--- config.mk ---
export PLATFORM = sky130hd
export DESIGN_NAME = linescanner_sensor_emulator
export DESIGN_NICKNAME = d
export VERILOG_FILES = /design/src/rtl/linescanner_sensor_emulator.sv
export SDC_FILE = /design/constraint.sdc
export NUM_CORES = 1
export LEC_CHECK = 0
export BUFFER_PORTS_ARGS = -buffer_cell sky130_fd_sc_hd__buf_2
export CORE_UTILIZATION = 51
export DETAILED_ROUTE_END_ITERATION = 12
export HOLD_SLACK_MARGIN = 0.15
export PLACE_DENSITY_LB_ADDON = 0.1
export SYNTH_ARGS = -nofsm -noshare
export SYNTH_HDL_FRONTEND = slang
export SYNTH_SLANG_ARGS = --single-unit
--- constraint.sdc ---
create_clock -name i_pixel_clock -period 2.1 [get_ports i_pixel_clock]
set_input_delay 0 -clock i_pixel_clock [delete_from_list [all_inputs] [get_ports i_pixel_clock]]
set_output_delay 0 -clock i_pixel_clock [all_outputs]
set_load 0.01 [all_outputs]
--- src/rtl/linescanner_sensor_emulator.sv ---
`default_nettype none
// ============================================================================
// Module   : linescanner_sensor_emulator
// Purpose  : Sensor-side responder to the linescanner capture unit: answers
//            rst_cds/sample with end_adc and load_pulse with an lval/data line.
//            Optional macro LINESCANNER_SENSOR_RAMP_PATTERN_EN selects a pixel
//            index ramp on data instead of PIXEL_CONSTANT.
// Revision : 1.0 - initial release
// ============================================================================
module linescanner_sensor_emulator #(
    parameter int          ADC_CONVERSION_CYCLES = 8,
    parameter int          END_ADC_HOLD_CYCLES   = 7,
    parameter int          LVAL_DELAY_CYCLES     = 50,
    parameter int          PIXELS_PER_LINE       = 250,
    parameter logic [7:0]  PIXEL_CONSTANT        = 8'hFF
) (
    input  logic       i_pixel_clock,
    input  logic       i_n_reset,
    input  logic       i_enable,
    input  logic       i_rst_cvc,
    input  logic       i_rst_cds,
    input  logic       i_sample,
    input  logic       i_load_pulse,
    output logic       o_end_adc,
    output logic       o_lval,
    output logic [7:0] o_data
);

    localparam int c_ADC_MAX  = (ADC_CONVERSION_CYCLES > END_ADC_HOLD_CYCLES) ?
                                ADC_CONVERSION_CYCLES : END_ADC_HOLD_CYCLES;
    localparam int c_ADC_W    = $clog2(c_ADC_MAX + 1);
    localparam int c_LINE_MAX = (LVAL_DELAY_CYCLES > PIXELS_PER_LINE) ?
                                LVAL_DELAY_CYCLES : PIXELS_PER_LINE;
    localparam int c_LINE_W   = $clog2(c_LINE_MAX + 1);

    localparam logic [c_ADC_W-1:0]  c_ADC_LAST   = c_ADC_W'(ADC_CONVERSION_CYCLES - 1);
    localparam logic [c_ADC_W-1:0]  c_HOLD_LAST  = c_ADC_W'(END_ADC_HOLD_CYCLES - 1);
    localparam logic [c_LINE_W-1:0] c_DELAY_LAST = c_LINE_W'(LVAL_DELAY_CYCLES - 1);
    localparam logic [c_LINE_W-1:0] c_PIX_LAST   = c_LINE_W'(PIXELS_PER_LINE - 1);

    typedef enum logic [1:0] {
        ADC_IDLE    = 2'd0,
        ADC_CONVERT = 2'd1,
        ADC_DONE    = 2'd2,
        ADC_HOLD    = 2'd3
    } adc_state_t;

    typedef enum logic [1:0] {
        LINE_IDLE   = 2'd0,
        LINE_DELAY  = 2'd1,
        LINE_ACTIVE = 2'd2
    } line_state_t;

    logic                r_rst_cvc_unused;
    logic                r_rst_cds_prev;
    logic                r_sample_prev;
    logic                r_load_prev;
    adc_state_t          r_adc_state;
    logic [c_ADC_W-1:0]  r_adc_cnt;
    logic                r_end_adc;
    line_state_t         r_line_state;
    logic [c_LINE_W-1:0] r_line_cnt;
    logic                r_lval;
    logic [7:0]          r_data;

    logic       w_cds_fall;
    logic       w_sample_fall;
    logic       w_load_rise;
    logic [7:0] w_first_pixel;
    logic [7:0] w_next_pixel;

    // History keeps tracking while disabled so re-enable never sees a stale edge.
    always_ff @(posedge i_pixel_clock) begin
        if (!i_n_reset) begin
            r_rst_cvc_unused <= 1'b0;
            r_rst_cds_prev   <= 1'b0;
            r_sample_prev    <= 1'b0;
            r_load_prev      <= 1'b0;
        end else begin
            r_rst_cvc_unused <= i_rst_cvc;
            r_rst_cds_prev   <= i_rst_cds;
            r_sample_prev    <= i_sample;
            r_load_prev      <= i_load_pulse;
        end
    end

    assign w_cds_fall    = r_rst_cds_prev & ~i_rst_cds;
    assign w_sample_fall = r_sample_prev  & ~i_sample;
    assign w_load_rise   = ~r_load_prev   &  i_load_pulse;

`ifdef LINESCANNER_SENSOR_RAMP_PATTERN_EN
    assign w_first_pixel = 8'h00;
    assign w_next_pixel  = r_data + 8'd1;
`else
    assign w_first_pixel = PIXEL_CONSTANT;
    assign w_next_pixel  = PIXEL_CONSTANT;
`endif

    always_ff @(posedge i_pixel_clock) begin
        if (!i_n_reset || !i_enable) begin
            r_adc_state <= ADC_IDLE;
            r_adc_cnt   <= '0;
            r_end_adc   <= 1'b0;
        end else begin
            case (r_adc_state)
                ADC_IDLE: begin
                    if (w_cds_fall) begin
                        r_adc_cnt   <= '0;
                        r_adc_state <= ADC_CONVERT;
                    end
                end
                ADC_CONVERT: begin
                    if (r_adc_cnt == c_ADC_LAST) begin
                        r_end_adc   <= 1'b1;
                        r_adc_cnt   <= '0;
                        r_adc_state <= ADC_DONE;
                    end else begin
                        r_adc_cnt <= r_adc_cnt + 1'b1;
                    end
                end
                ADC_DONE: begin
                    if (w_sample_fall) begin
                        r_adc_cnt   <= '0;
                        r_adc_state <= ADC_HOLD;
                    end
                end
                ADC_HOLD: begin
                    if (r_adc_cnt == c_HOLD_LAST) begin
                        r_end_adc   <= 1'b0;
                        r_adc_cnt   <= '0;
                        r_adc_state <= ADC_IDLE;
                    end else begin
                        r_adc_cnt <= r_adc_cnt + 1'b1;
                    end
                end
                default: begin
                    r_adc_state <= ADC_IDLE;
                end
            endcase
        end
    end

    // Pixel count restarts at lval rise so the last pixel is c_PIX_LAST.
    always_ff @(posedge i_pixel_clock) begin
        if (!i_n_reset || !i_enable) begin
            r_line_state <= LINE_IDLE;
            r_line_cnt   <= '0;
            r_lval       <= 1'b0;
            r_data       <= 8'h00;
        end else begin
            case (r_line_state)
                LINE_IDLE: begin
                    if (w_load_rise) begin
                        r_line_cnt   <= '0;
                        r_line_state <= LINE_DELAY;
                    end
                end
                LINE_DELAY: begin
                    if (r_line_cnt == c_DELAY_LAST) begin
                        r_lval       <= 1'b1;
                        r_data       <= w_first_pixel;
                        r_line_cnt   <= '0;
                        r_line_state <= LINE_ACTIVE;
                    end else begin
                        r_line_cnt <= r_line_cnt + 1'b1;
                    end
                end
                LINE_ACTIVE: begin
                    if (r_line_cnt == c_PIX_LAST) begin
                        r_lval       <= 1'b0;
                        r_data       <= 8'h00;
                        r_line_cnt   <= '0;
                        r_line_state <= LINE_IDLE;
                    end else begin
                        r_data     <= w_next_pixel;
                        r_line_cnt <= r_line_cnt + 1'b1;
                    end
                end
                default: begin
                    r_line_state <= LINE_IDLE;
                end
            endcase
        end
    end

    assign o_end_adc = r_end_adc;
    assign o_lval    = r_lval;
    assign o_data    = r_data;

endmodule
`default_nettype wire
==> results of run 1 <==
worst min-delay path by stage:
stage | start | end | cells after the start
after floorplan | i_load_pulse | r_load_prev | 1
after global placement | i_rst_cds | r_rst_cds_prev | 2
after detailed placement | i_load_pulse | r_load_prev | 2
after CTS | i_enable | r_line_state[1] | 3
after global routing | i_enable | r_line_state[1] | 3
final | i_enable | r_line_state[1] | 3
critical path, stage by stage (launching register included):
cell and delay [ns]:
dfxtp_1 0.40, ha_1 0.20, or4b_4 0.48, o21ai_4 0.25, a21boi_1 0.15, a21oi_1 0.18
nor3_1 0.05
cells in the mapped netlist:
cell / number
a311oi_1: 2
o21ai_2: 1
mux2_2: 1
o22a_1: 1
nand3_1: 3
nand3b_1: 3
xor2_1: 1
mux2i_1: 3
a31oi_1: 3
a21boi_1: 1
nand4_1: 2
inv_1: 11
nand2b_1: 5
ha_1: 11
or2_2: 1
dfxtp_1: 22
nor2b_1: 3
buf_4: 7
or3b_1: 1
clkbuf_1: 2
o21ai_4: 1
and3_1: 1
nand2_1: 12
nor3b_1: 2
a21oi_2: 1
nor2_1: 12
nor4bb_1: 1
a21oi_1: 10
or4b_4: 1
o21ai_0: 6
a22oi_1: 2
a211oi_1: 4
o211ai_1: 1
o221a_2: 1
and2_1: 4
nor3_1: 4
final cells by class:
cell class              count  area [µm²]  share of cell area, %
clock buffers               3        22.5                   1.61
inverters                  11        41.3                   2.94
multi-input cells         105         713                   50.8
well taps                  28        35.0                   2.50
repair buffers             23         150                   10.7
flip-flops and latches     22         440                   31.4
sequential cells by signal (all words and copies together) (netlist names):
| register | flops |
|---|---|
| r_load_prev | 1 |
| r_adc_cnt | 4 |
| o_lval | 1 |
| r_rst_cds_prev | 1 |
| r_adc_state | 2 |
| r_line_cnt | 8 |
| o_data | 1 |
| r_sample_prev | 1 |
| r_line_state | 2 |
| o_end_adc | 1 |
per-stage QoR:
step,worst slack (ns),area (µm²),hold slack (ns)
floorplan,0.430,1250,0.122
global placement,0.294,1320,0.213
detailed placement,0.264,1320,0.219
CTS,0.245,1400,0.382
global route,0.102,1400,0.432
finish,0.252,1400,0.359
cells in the final DEF (no fill, tap or decap), types with 4 or more instances in the layout:
cell type / netlist / layout
dfxtp_1: 22 / 22
buf_2: 0 / 15
nand2_1: 12 / 12
nor2_1: 12 / 12
inv_1: 11 / 11
ha_1: 11 / 11
a21oi_1: 10 / 10
o21ai_0: 6 / 6
dlygate4sd3_1: 0 / 6
nand2b_1: 5 / 5
a211oi_1: 4 / 4
and2_1: 4 / 4
nor3_1: 4 / 4
power groups by stage:
stage / registers [µW] / clock network [µW] / logic [µW]
4_1_cts: 428 / 206 / 80.9
3_3_place_gp: 437 / 0 / 70.7
2_1_floorplan: 437 / 0 / 52.9
6_report: 427 / 190 / 80.9
5_1_grt: 429 / 220 / 91.6
3_5_place_dp: 437 / 0 / 72.2
per-layer routing:
layer | up-vias | global-route usage (%)
met2 | 23 | 34.6
met3 | 5 | 5.26
li1 | 539 | -
met4 | 0 | 4.05
met1 | 482 | 22.9
met5 | - | 0
logic make-up (layout without fill, tap and decap cells):
group           count (synthesis)  in the layout  share of synthesized area (%)
simple gates                   55             55                           23.5
compound gates                 34             34                           18.3
flops                          22             22                           35.1
buf+inv                        20             37                           8.08
fa+ha+maj                      11             11                           11.0
mux                             4              4                           3.29
xor+xnor                        1              1                          0.698
==> metrics.md, run 1 <==
| Metric | Value |
|---|---|
| Sw Share | 24.3% |
| Worst Setup EP | r_line_cnt[4] |
| First-pass GRT wire length | 3860 µm |
| Cell count after synthesis | 147 |
| Vias in the first global route | 917 |
| Peak supply drop | 0.442 mV |
| DRC | 0 |
| CTS resizes | 0 |
| Synth top area cells | dfxtp_1 (35%), ha_1 (11%), buf_4 (4.2%) |
| Via density | between 5 and 6 |
| CP Capture Type | flop |
| DR WL/cell | about 12 µm |
| Total grt overflow | 0 |
| Setup Buffers After CTS | 0 |
| Final std cells w/o fill | 192 |
| Router iterations before antenna repair | 4 |
| Largest net degree at the start of global routing | 20 |
| Power per Cell Area | 498 mW/mm² |
| Logic pwr share | between 10% and 20% |
| Internal Power | 528 µW |
| FF+latch count, synth | 22 |
| Yosys warns | 0 |
| Die Width | 51.6 µm |
| CORE AREA | 0.00228 mm² |
| Overall routed net length | 2210 µm |
| Max clock buf depth | 2 |
| Placer Congestion | 0.810 |
| Final hold vios | 0 |
| CP Max Fanout | 9 |
| Sw Pwr | ~170 µW |
| Seq/Total Area, Yosys | 35.1% |
| Final Power | 698 µW |
| WS Path Type | flop to flop |
| Synthesized Nets | roughly 170 |
| Initial antenna violation count | 0 |
| Reg2reg start | r_line_cnt[0] |
| Avg Synthesized Cell Area | 8.54 µm² |
| Max Cap Viol | 0 |
| Reg2Reg Setup Slack | roughly 0.25 ns |
| Detailed Place HPWL | around 1500 µm |
| Tmin final | 1.85 ns |
| Register share of total power | 61.2% |
| N_diodes | 0 |
| Fillers | 210 |
| WP data arrival | 2.02 ns |
| Row cnt | 17 |
| Layout cell share with drive strength beyond 1 | 16.5% |
| Clock sink total | 22 |
| Worst Tran Pin Value | 0.652 ns |
| CP Launch Type | flop |
| Die Y | 51.6 µm |
| Metal2 WL | 1070 µm |
| Highest metal used | met4 |
| H-tree levels | 1 |
| Worst-path clk slew | roughly 0.12 ns |
| Fmax | 541 MHz |
| Total GRT Usage | 19.4% |
| Clk_skew | 0.00806 ns |
| Hold_buf cts | 6 |
| Static leakage | 0.000533 µW |
| CTS root buffer | clkbuf_4 |
| Post-synthesis cell area | 0.00125 mm² |
| Dpl cells | 183 |
| CTS tree | built |
| Setup TNS | 0 ns |
| Outcome | finished, final reports clean |
| Synth unique cells | 36 |
| Setup-failing EPs final | 0 |
| Required time of the critical path | 2.27 ns |
| PortBufs | 15 |
| Worst Hold Class | input pin to flop |
| Final Util | 61.6% |
| Length of routed wiring on met1 | 1020 µm |
| 1st-iter DRT viols | 17 |
| Clock latency at the later pin of the worst-skew pair | 0.31 ns |
| Final period utilization | 88.0% |
| Slew Viols, Final | 0 |
| Synth top area share | 35.1% |
| Clk network pwr share | 27.2% |
| P&R area growth vs syn | 11.8% |
| IO Pins | 17 |
| Antenna Nets Post-Route | 0 |
| Die ar. | 0.00266 mm² |
| CTS Buf Count | 3 |
| Largest area contributor in the netlist | dfxtp_1 |
| Met3 WL | 97 µm |
| Initial core utilization | 55.1% |
| Via Count | 1049 |
| CP startpoint | r_line_cnt[0] |
| RR Endpoint | r_line_cnt[4] |
| Slew Limit Headroom | 56.4% |
| Nets@finish | ~180 |
| RSZ-0062 raised after global routing | false |
| Worst-case reg-to-reg path depth | 6 |
Note: power is estimated with default switching activity, not from simulation.
==> run 2: changes to the inputs <==
--- a/config.mk
+++ b/config.mk
@@ -9,7 +9,7 @@
 export CORE_UTILIZATION = 51
 export DETAILED_ROUTE_END_ITERATION = 12
 export HOLD_SLACK_MARGIN = 0.15
-export PLACE_DENSITY_LB_ADDON = 0.1
+export PLACE_DENSITY_LB_ADDON = 0.2
 export SYNTH_ARGS = -nofsm -noshare
 export SYNTH_HDL_FRONTEND = slang
 export SYNTH_SLANG_ARGS = --single-unit
==> run 2 against run 1 <==
Design area is 0.98% higher; sequential share of layout area is 0.31 points lower; combinational power is 2% higher; sequential cell count stayed put; clock power is 28% higher; first-iteration DRC count is 29% lower; critical endpoint is now r_line_state[1]; largest power group unchanged.
==> metrics.md, run 2 (synthesis gave the netlist of run 1 again) <==
| Metric | Value |
|---|---|
| Final period utilization | 88.3% (+0.33 points) |
| First-pass GRT wire length | 3910 µm (+1.2%) |
| CP Capture Type | flop |
| CORE AREA | 0.00228 mm² (unchanged) |
| Tmin final | 1.85 ns (+0.00685 ns) |
| Hold path start | i_enable |
| WS Path Type | flop to flop |
| WP data arrival | 2.05 ns (+0.03 ns) |
| Router iterations before antenna repair | 4 (unchanged) |
| Most common cell after layout, fill and taps aside | dfxtp_1 |
| P&R area growth vs syn | 12.9% |
| Internal Power | 567 µW (+7.4%) |
| Initial antenna violation count | 0 (unchanged) |
| Max clock buf depth | 2 (unchanged) |
| Antenna Nets Post-Route | 0 (unchanged) |
| H-tree levels | 1 (unchanged) |
| CTS Buf Count | 3 (unchanged) |
| CP Launch Type | flop |
| Row cnt | 17 (unchanged) |
| Clk network pwr share | 32.2% (+5.0 points) |
| Max Cap Viol | 0 (unchanged) |
| Worst Hold Class | input pin to flop |
| Highest metal used | met4 |
| DRC | 0 (unchanged) |
| Die ar. | 0.00266 mm² (unchanged) |
| Required time of the critical path | 2.29 ns (+0.02 ns) |
| Clock latency at the later pin of the worst-skew pair | 0.31 ns (about the same) |
| Register share of total power | 56.8% (-4.4 points) |
| DR WL/cell | 12.0 µm (+4.6%) |
| Slew Limit Headroom | 56.5% (+0.11 points) |
| Layout cell share with drive strength beyond 1 | 17.0% (+0.51 points) |
| Total GRT Usage | 19.6% (+0.28 points) |
| Slew Viols, Final | 0 (unchanged) |
| Die Width | 51.6 µm (unchanged) |
| N_diodes | 0 (unchanged) |
| Worst Tran Pin Value | 0.651 ns (-0.00170 ns) |
| Largest net degree at the start of global routing | 20 (unchanged) |
| Post-Place Setup Slack | 0.290 ns (+0.0253 ns) |
| Reg2reg start | r_line_cnt[0] |
| Setup TNS | 0 ns (unchanged) |
| Final hold vios | 0 (unchanged) |
| PortBufs | 15 (unchanged) |
| Die Y | 51.6 µm (unchanged) |
| Vias in the first global route | 942 (+2.7%) |
| Initial core utilization | 55.1% (unchanged) |
| Power per Cell Area | 532 mW/mm² (+6.9%) |
| Metal2 WL | 1030 µm (-3.5%) |
| Setup Buffers After CTS | 0 (unchanged) |
| Reg with most FFs | r_line_cnt |
| Detailed Place HPWL | 1660 µm (+7.2%) |
| Peak supply drop | 0.330 mV (-25%) |
| CTS root buffer | clkbuf_4 |
| Max reg flops | 8 (unchanged) |
| Sw Share | 24.7% (+0.35 points) |
| Setup-failing EPs final | 0 (unchanged) |
| Length of routed wiring on met1 | 1170 µm (+14%) |
| Sw Pwr | 186 µW (+9.4%) |
| CP startpoint | r_line_cnt[0] |
| Clock sink total | 22 (unchanged) |
| Largest regs | r_line_cnt (8), r_adc_cnt (4) |
| Static leakage | 0.000540 µW (+1.3%) |
| WHS Path Cells | 3 (unchanged) |
| Worst-path clk slew | 0.13 ns (about the same) |
| Total grt overflow | 0 (unchanged) |
| Clk_skew | 0.00308 ns (-0.00498 ns) |
| 1st-iter DRT viols | 12 (-5) |
| Via density | 5.53 (+1.3%) |
| CP Max Fanout | 9 (unchanged) |
| Outcome | finished, final reports clean |
| CTS tree | built |
| Nets@finish | 184 (unchanged) |
| Commonest non-fill, non-tap cells in the layout | dfxtp_1 (22), buf_2 (15), nand2_1 (12), nor2_1 (12) |
| Met3 WL | 83 µm (-14%) |
| RSZ-0062 raised after global routing | false |
| Fmax | 539 MHz (-0.37%) |
| Logic pwr share | 11.0% (-0.6 points) |
| IO Pins | 17 (unchanged) |
| Post-route setup slack | 0.245 ns (-0.00685 ns) |
| Overall routed net length | 2320 µm (+5.2%) |
| Via Count | 1068 (+1.8%) |
| Worst-case reg-to-reg path depth | 6 (unchanged) |
| Placer Congestion | 0.812 (+0.22%) |
==> run 2: changes by cell type in the layout (fill, tap and decap cells not counted) <==
| cell | delta |
|---|---|
| clkbuf_8 | +1 |
==> run 2: cell type report <==
class                      instances  area [µm²]
fill                             200         860
multi-input combinational        105         713
sequential                        22         440
timing repair buffer              23         150
inverter                          11        41.3
clock buffer                       4        36.3
tap                               28        35.0
==> run 2: worst max-delay path, stage by stage (launching register included) <==
cell,delay (ns)
dfxtp_1,0.42
ha_1,0.19
or4b_4,0.47
o21ai_4,0.26
o211ai_1,0.17
mux2i_1,0.17
nor2_1,0.05
==> run 2: power groups by stage <==
stage / clock network [µW] / registers, µW / logic [µW]
after floorplan: 0 / 437 / 52.9
after global placement: 0 / 437 / 70.3
after detailed placement: 0 / 437 / 72.7
after CTS: 247 / 428 / 81.3
after global routing: 269 / 429 / 91.1
final: 243 / 428 / 82.5
==> run 2: final timing paths <==
check                                  endpoint  slack [ns]
worst max-delay path            r_line_state[1]        0.25
worst max register to register  r_line_state[1]        0.25
worst min register to register     r_adc_cnt[3]        0.50
worst min-delay path               r_adc_cnt[2]        0.36
==> run 2: per-layer routing <==
layer | global-route usage, % | up-vias
met2 | 34.0 | 22
li1 | - | 545
met5 | 0 | -
met3 | 3.80 | 7
met4 | 8.11 | 0
met1 | 23.6 | 494
==> run 2: metrics by stage <==
stage	hold slack [ns]	cells	total power, µW	util, %	cell area (µm²)
floorplan	0.122	147	490	-	1250
global placement	0.214	183	507	58.0	1320
detailed placement	0.217	183	510	58.0	1320
CTS	0.365	193	757	62.2	1420
global route	0.425	193	789	62.2	1420
finish	0.363	193	753	62.2	1420
==> run 2: what timing repair did <==
action	CTS	global route
hold buffers	6	0
endpoints found under the hold margin	3	0
gates resized for setup	0	0
==> run 3: changes to the inputs <==
--- a/config.mk
+++ b/config.mk
@@ -8,8 +8,8 @@
 export BUFFER_PORTS_ARGS = -buffer_cell sky130_fd_sc_hd__buf_2
 export CORE_UTILIZATION = 51
 export DETAILED_ROUTE_END_ITERATION = 12
-export HOLD_SLACK_MARGIN = 0.15
-export PLACE_DENSITY_LB_ADDON = 0.2
+export HOLD_SLACK_MARGIN = 0.03
+export PLACE_DENSITY = 0.82
 export SYNTH_ARGS = -nofsm -noshare
 export SYNTH_HDL_FRONTEND = slang
 export SYNTH_SLANG_ARGS = --single-unit
==> constraint.sdc (replaced) <==
create_clock -name i_pixel_clock -period 2.2 [get_ports i_pixel_clock]
set_input_delay 0 -clock i_pixel_clock [delete_from_list [all_inputs] [get_ports i_pixel_clock]]
set_output_delay 0 -clock i_pixel_clock [all_outputs]
set_load 0.01 [all_outputs]
==> run 3 against run 2 <==
Via count rose by 0.19%; clock power fell by 8.2%; fmax rose by 0.13%; total power fell by 5.7%; first-iteration DRC count rose by 140%; sequential cell count did not move; critical path depth did not move; combinational power fell by 4.4%; sequential power fell by 4.7%; largest power group unchanged; register-to-register slack improved by 0.10 ns; clock-buffer cell count did not move.
==> metrics.md, run 3 (synthesis gave the netlist of run 1 again) <==
| Metric | Value |
|---|---|
| Outcome | finished, final reports clean |
| Clk_skew | 0.0162 ns (+0.0131 ns) |
| Slew Limit Headroom | 56.1% (-0.41 points) |
| Max reg flops | 8 (unchanged) |
| Post-route setup slack | 0.348 ns (+0.102 ns) |
| Largest regs | r_line_cnt (8), r_adc_cnt (4) |
| Required time of the critical path | 2.39 ns (+0.10 ns) |
| DRC | 0 (unchanged) |
| First-pass GRT wire length | 4050 µm (+3.7%) |
| Overall routed net length | 2390 µm (+2.8%) |
| Total grt overflow | 0 (unchanged) |
| Row cnt | 17 (unchanged) |
| Nets@finish | 184 (unchanged) |
| Clock latency at the later pin of the worst-skew pair | 0.31 ns (about the same) |
| Worst-path clk slew | 0.13 ns (about the same) |
| Die ar. | 0.00266 mm² (unchanged) |
| Final hold vios | 0 (unchanged) |
| Die Y | 51.6 µm (unchanged) |
| CORE AREA | 0.00228 mm² (unchanged) |
| Clock sink total | 22 (unchanged) |
| CP Launch Type | flop |
| Placer Congestion | 0.820 (+0.95%) |
| 1st-iter DRT viols | 29 (+17) |
| Final Util | 62.2% (unchanged) |
| Slew Viols, Final | 0 (unchanged) |
| P&R area growth vs syn | 12.9% (unchanged) |
| WS Path Type | flop to flop |
| Post-Place Setup Slack | 0.380 ns (+0.0902 ns) |
| Max Cap Viol | 0 (unchanged) |
| Setup TNS | 0 ns (unchanged) |
| Peak supply drop | 0.254 mV (-23%) |
| Worst Tran Pin Value | 0.657 ns (+0.00611 ns) |
| H-tree levels | 1 (unchanged) |
| CTS root buffer | clkbuf_4 |
| Detailed Place HPWL | 1670 µm (+0.66%) |
| Initial core utilization | 55.1% (unchanged) |
| CTS resizes | 0 (unchanged) |
| Initial antenna violation count | 0 (unchanged) |
| Reg with most FFs | r_line_cnt |
| Layout cell share with drive strength beyond 1 | 17.0% (unchanged) |
| Antenna Nets Post-Route | 0 (unchanged) |
| CTS Buf Count | 3 (unchanged) |
| Router iterations before antenna repair | 4 (unchanged) |
| Power per Cell Area | 501 mW/mm² (-5.7%) |
| Fmax | 540 MHz (+0.13%) |
| Vias in the first global route | 993 (+5.4%) |
| Tmin final | 1.85 ns (-0.00242 ns) |
| Commonest non-fill, non-tap cells in the layout | dfxtp_1 (22), buf_2 (15), nand2_1 (12), nor2_1 (12) |
| Via Count | 1070 (+0.19%) |
| RSZ-0062 raised after global routing | false |
| Max clock buf depth | 2 (unchanged) |
| CP Capture Type | flop |
| IO Pins | 17 (unchanged) |
| Via density | 5.54 (+0.19%) |
| Die Width | 51.6 µm (unchanged) |
| CTS tree | built |
| DR WL/cell | 12.4 µm (+2.8%) |
| Static leakage | 0.000540 µW (unchanged) |
| N_diodes | 0 (unchanged) |
| WP data arrival | 2.05 ns (about the same) |
| CP Max Fanout | 9 (unchanged) |
| Total GRT Usage | 20.3% (+0.68 points) |
| Final period utilization | 84.2% (-4.1 points) |
| Setup-failing EPs final | 0 (unchanged) |
| PortBufs | 15 (unchanged) |
| Most common cell after layout, fill and taps aside | dfxtp_1 |
| Largest net degree at the start of global routing | 20 (unchanged) |
| Worst Hold Class | input pin to flop |
==> run 3: cell counts in the layout (fill, tap and decap cells not counted) <==
No cell type changed its count.
==> run 3: per-layer routing <==
| layer | GRT usage (%) | wire length (µm) | up-vias |
|---|---|---|---|
| met5 | 0 | 0 | - |
| met4 | 9.91 | 36 | 0 |
| met3 | 4.97 | 101 | 4 |
| met2 | 36.1 | 1130 | 25 |
| met1 | 22.3 | 1120 | 500 |
| li1 | - | - | 541 |
==> run 3: report_power, final <==
group / switching, µW / internal [µW] / leakage [µW]
sequential: 3.65 / 405 / 0.000178
clock: 122 / 101 / 0.0000210
combinational: 43.2 / 35.7 / 0.000341
==> run 3: area by class of cell <==
cell class                      instances  area, µm²
Tap cell                               28       35.0
Multi-Input combinational cell        105        713
Fill cell                             184        860
Inverter                               11       41.3
Clock buffer                            4       36.3
Sequential cell                        22        440
Timing Repair Buffer                   23        150
==> run 3: critical path: stages, from the launching register on <==
cell      delay [ns]
dfxtp_1         0.43
ha_1            0.19
or4b_4          0.47
o21ai_4         0.25
o211ai_1        0.17
mux2i_1         0.17
nor2_1          0.05
==> run 3: through the flow <==
| stage | instances | area, µm² | hold WS (ns) | power [µW] |
|---|---|---|---|---|
| global route | 193 | 1420 | 0.454 | 740 |
| global placement | 183 | 1320 | 0.215 | 483 |
| detailed placement | 183 | 1320 | 0.224 | 486 |
| floorplan | 147 | 1250 | 0.122 | 468 |
| CTS | 193 | 1420 | 0.369 | 715 |
| finish | 193 | 1420 | 0.370 | 710 |
==> run 3: worst paths after layout <==
path,start,endpoint,slack [ns],cells past startpoint
setup / recovery,r_line_cnt[0],r_line_state[1],0.35,6
setup reg to reg,r_line_cnt[0],r_line_state[1],0.35,6
hold / removal,i_enable,r_line_state[1],0.37,3
hold reg to reg,r_adc_cnt[3],r_adc_cnt[3],0.48,2
==> run 3: what timing repair did <==
| item | in CTS | in global routing |
|---|---|---|
| setup buffers | 0 | 0 |
| hold buffers | 6 | 0 |
| endpoints found under the hold margin | 3 | 0 |
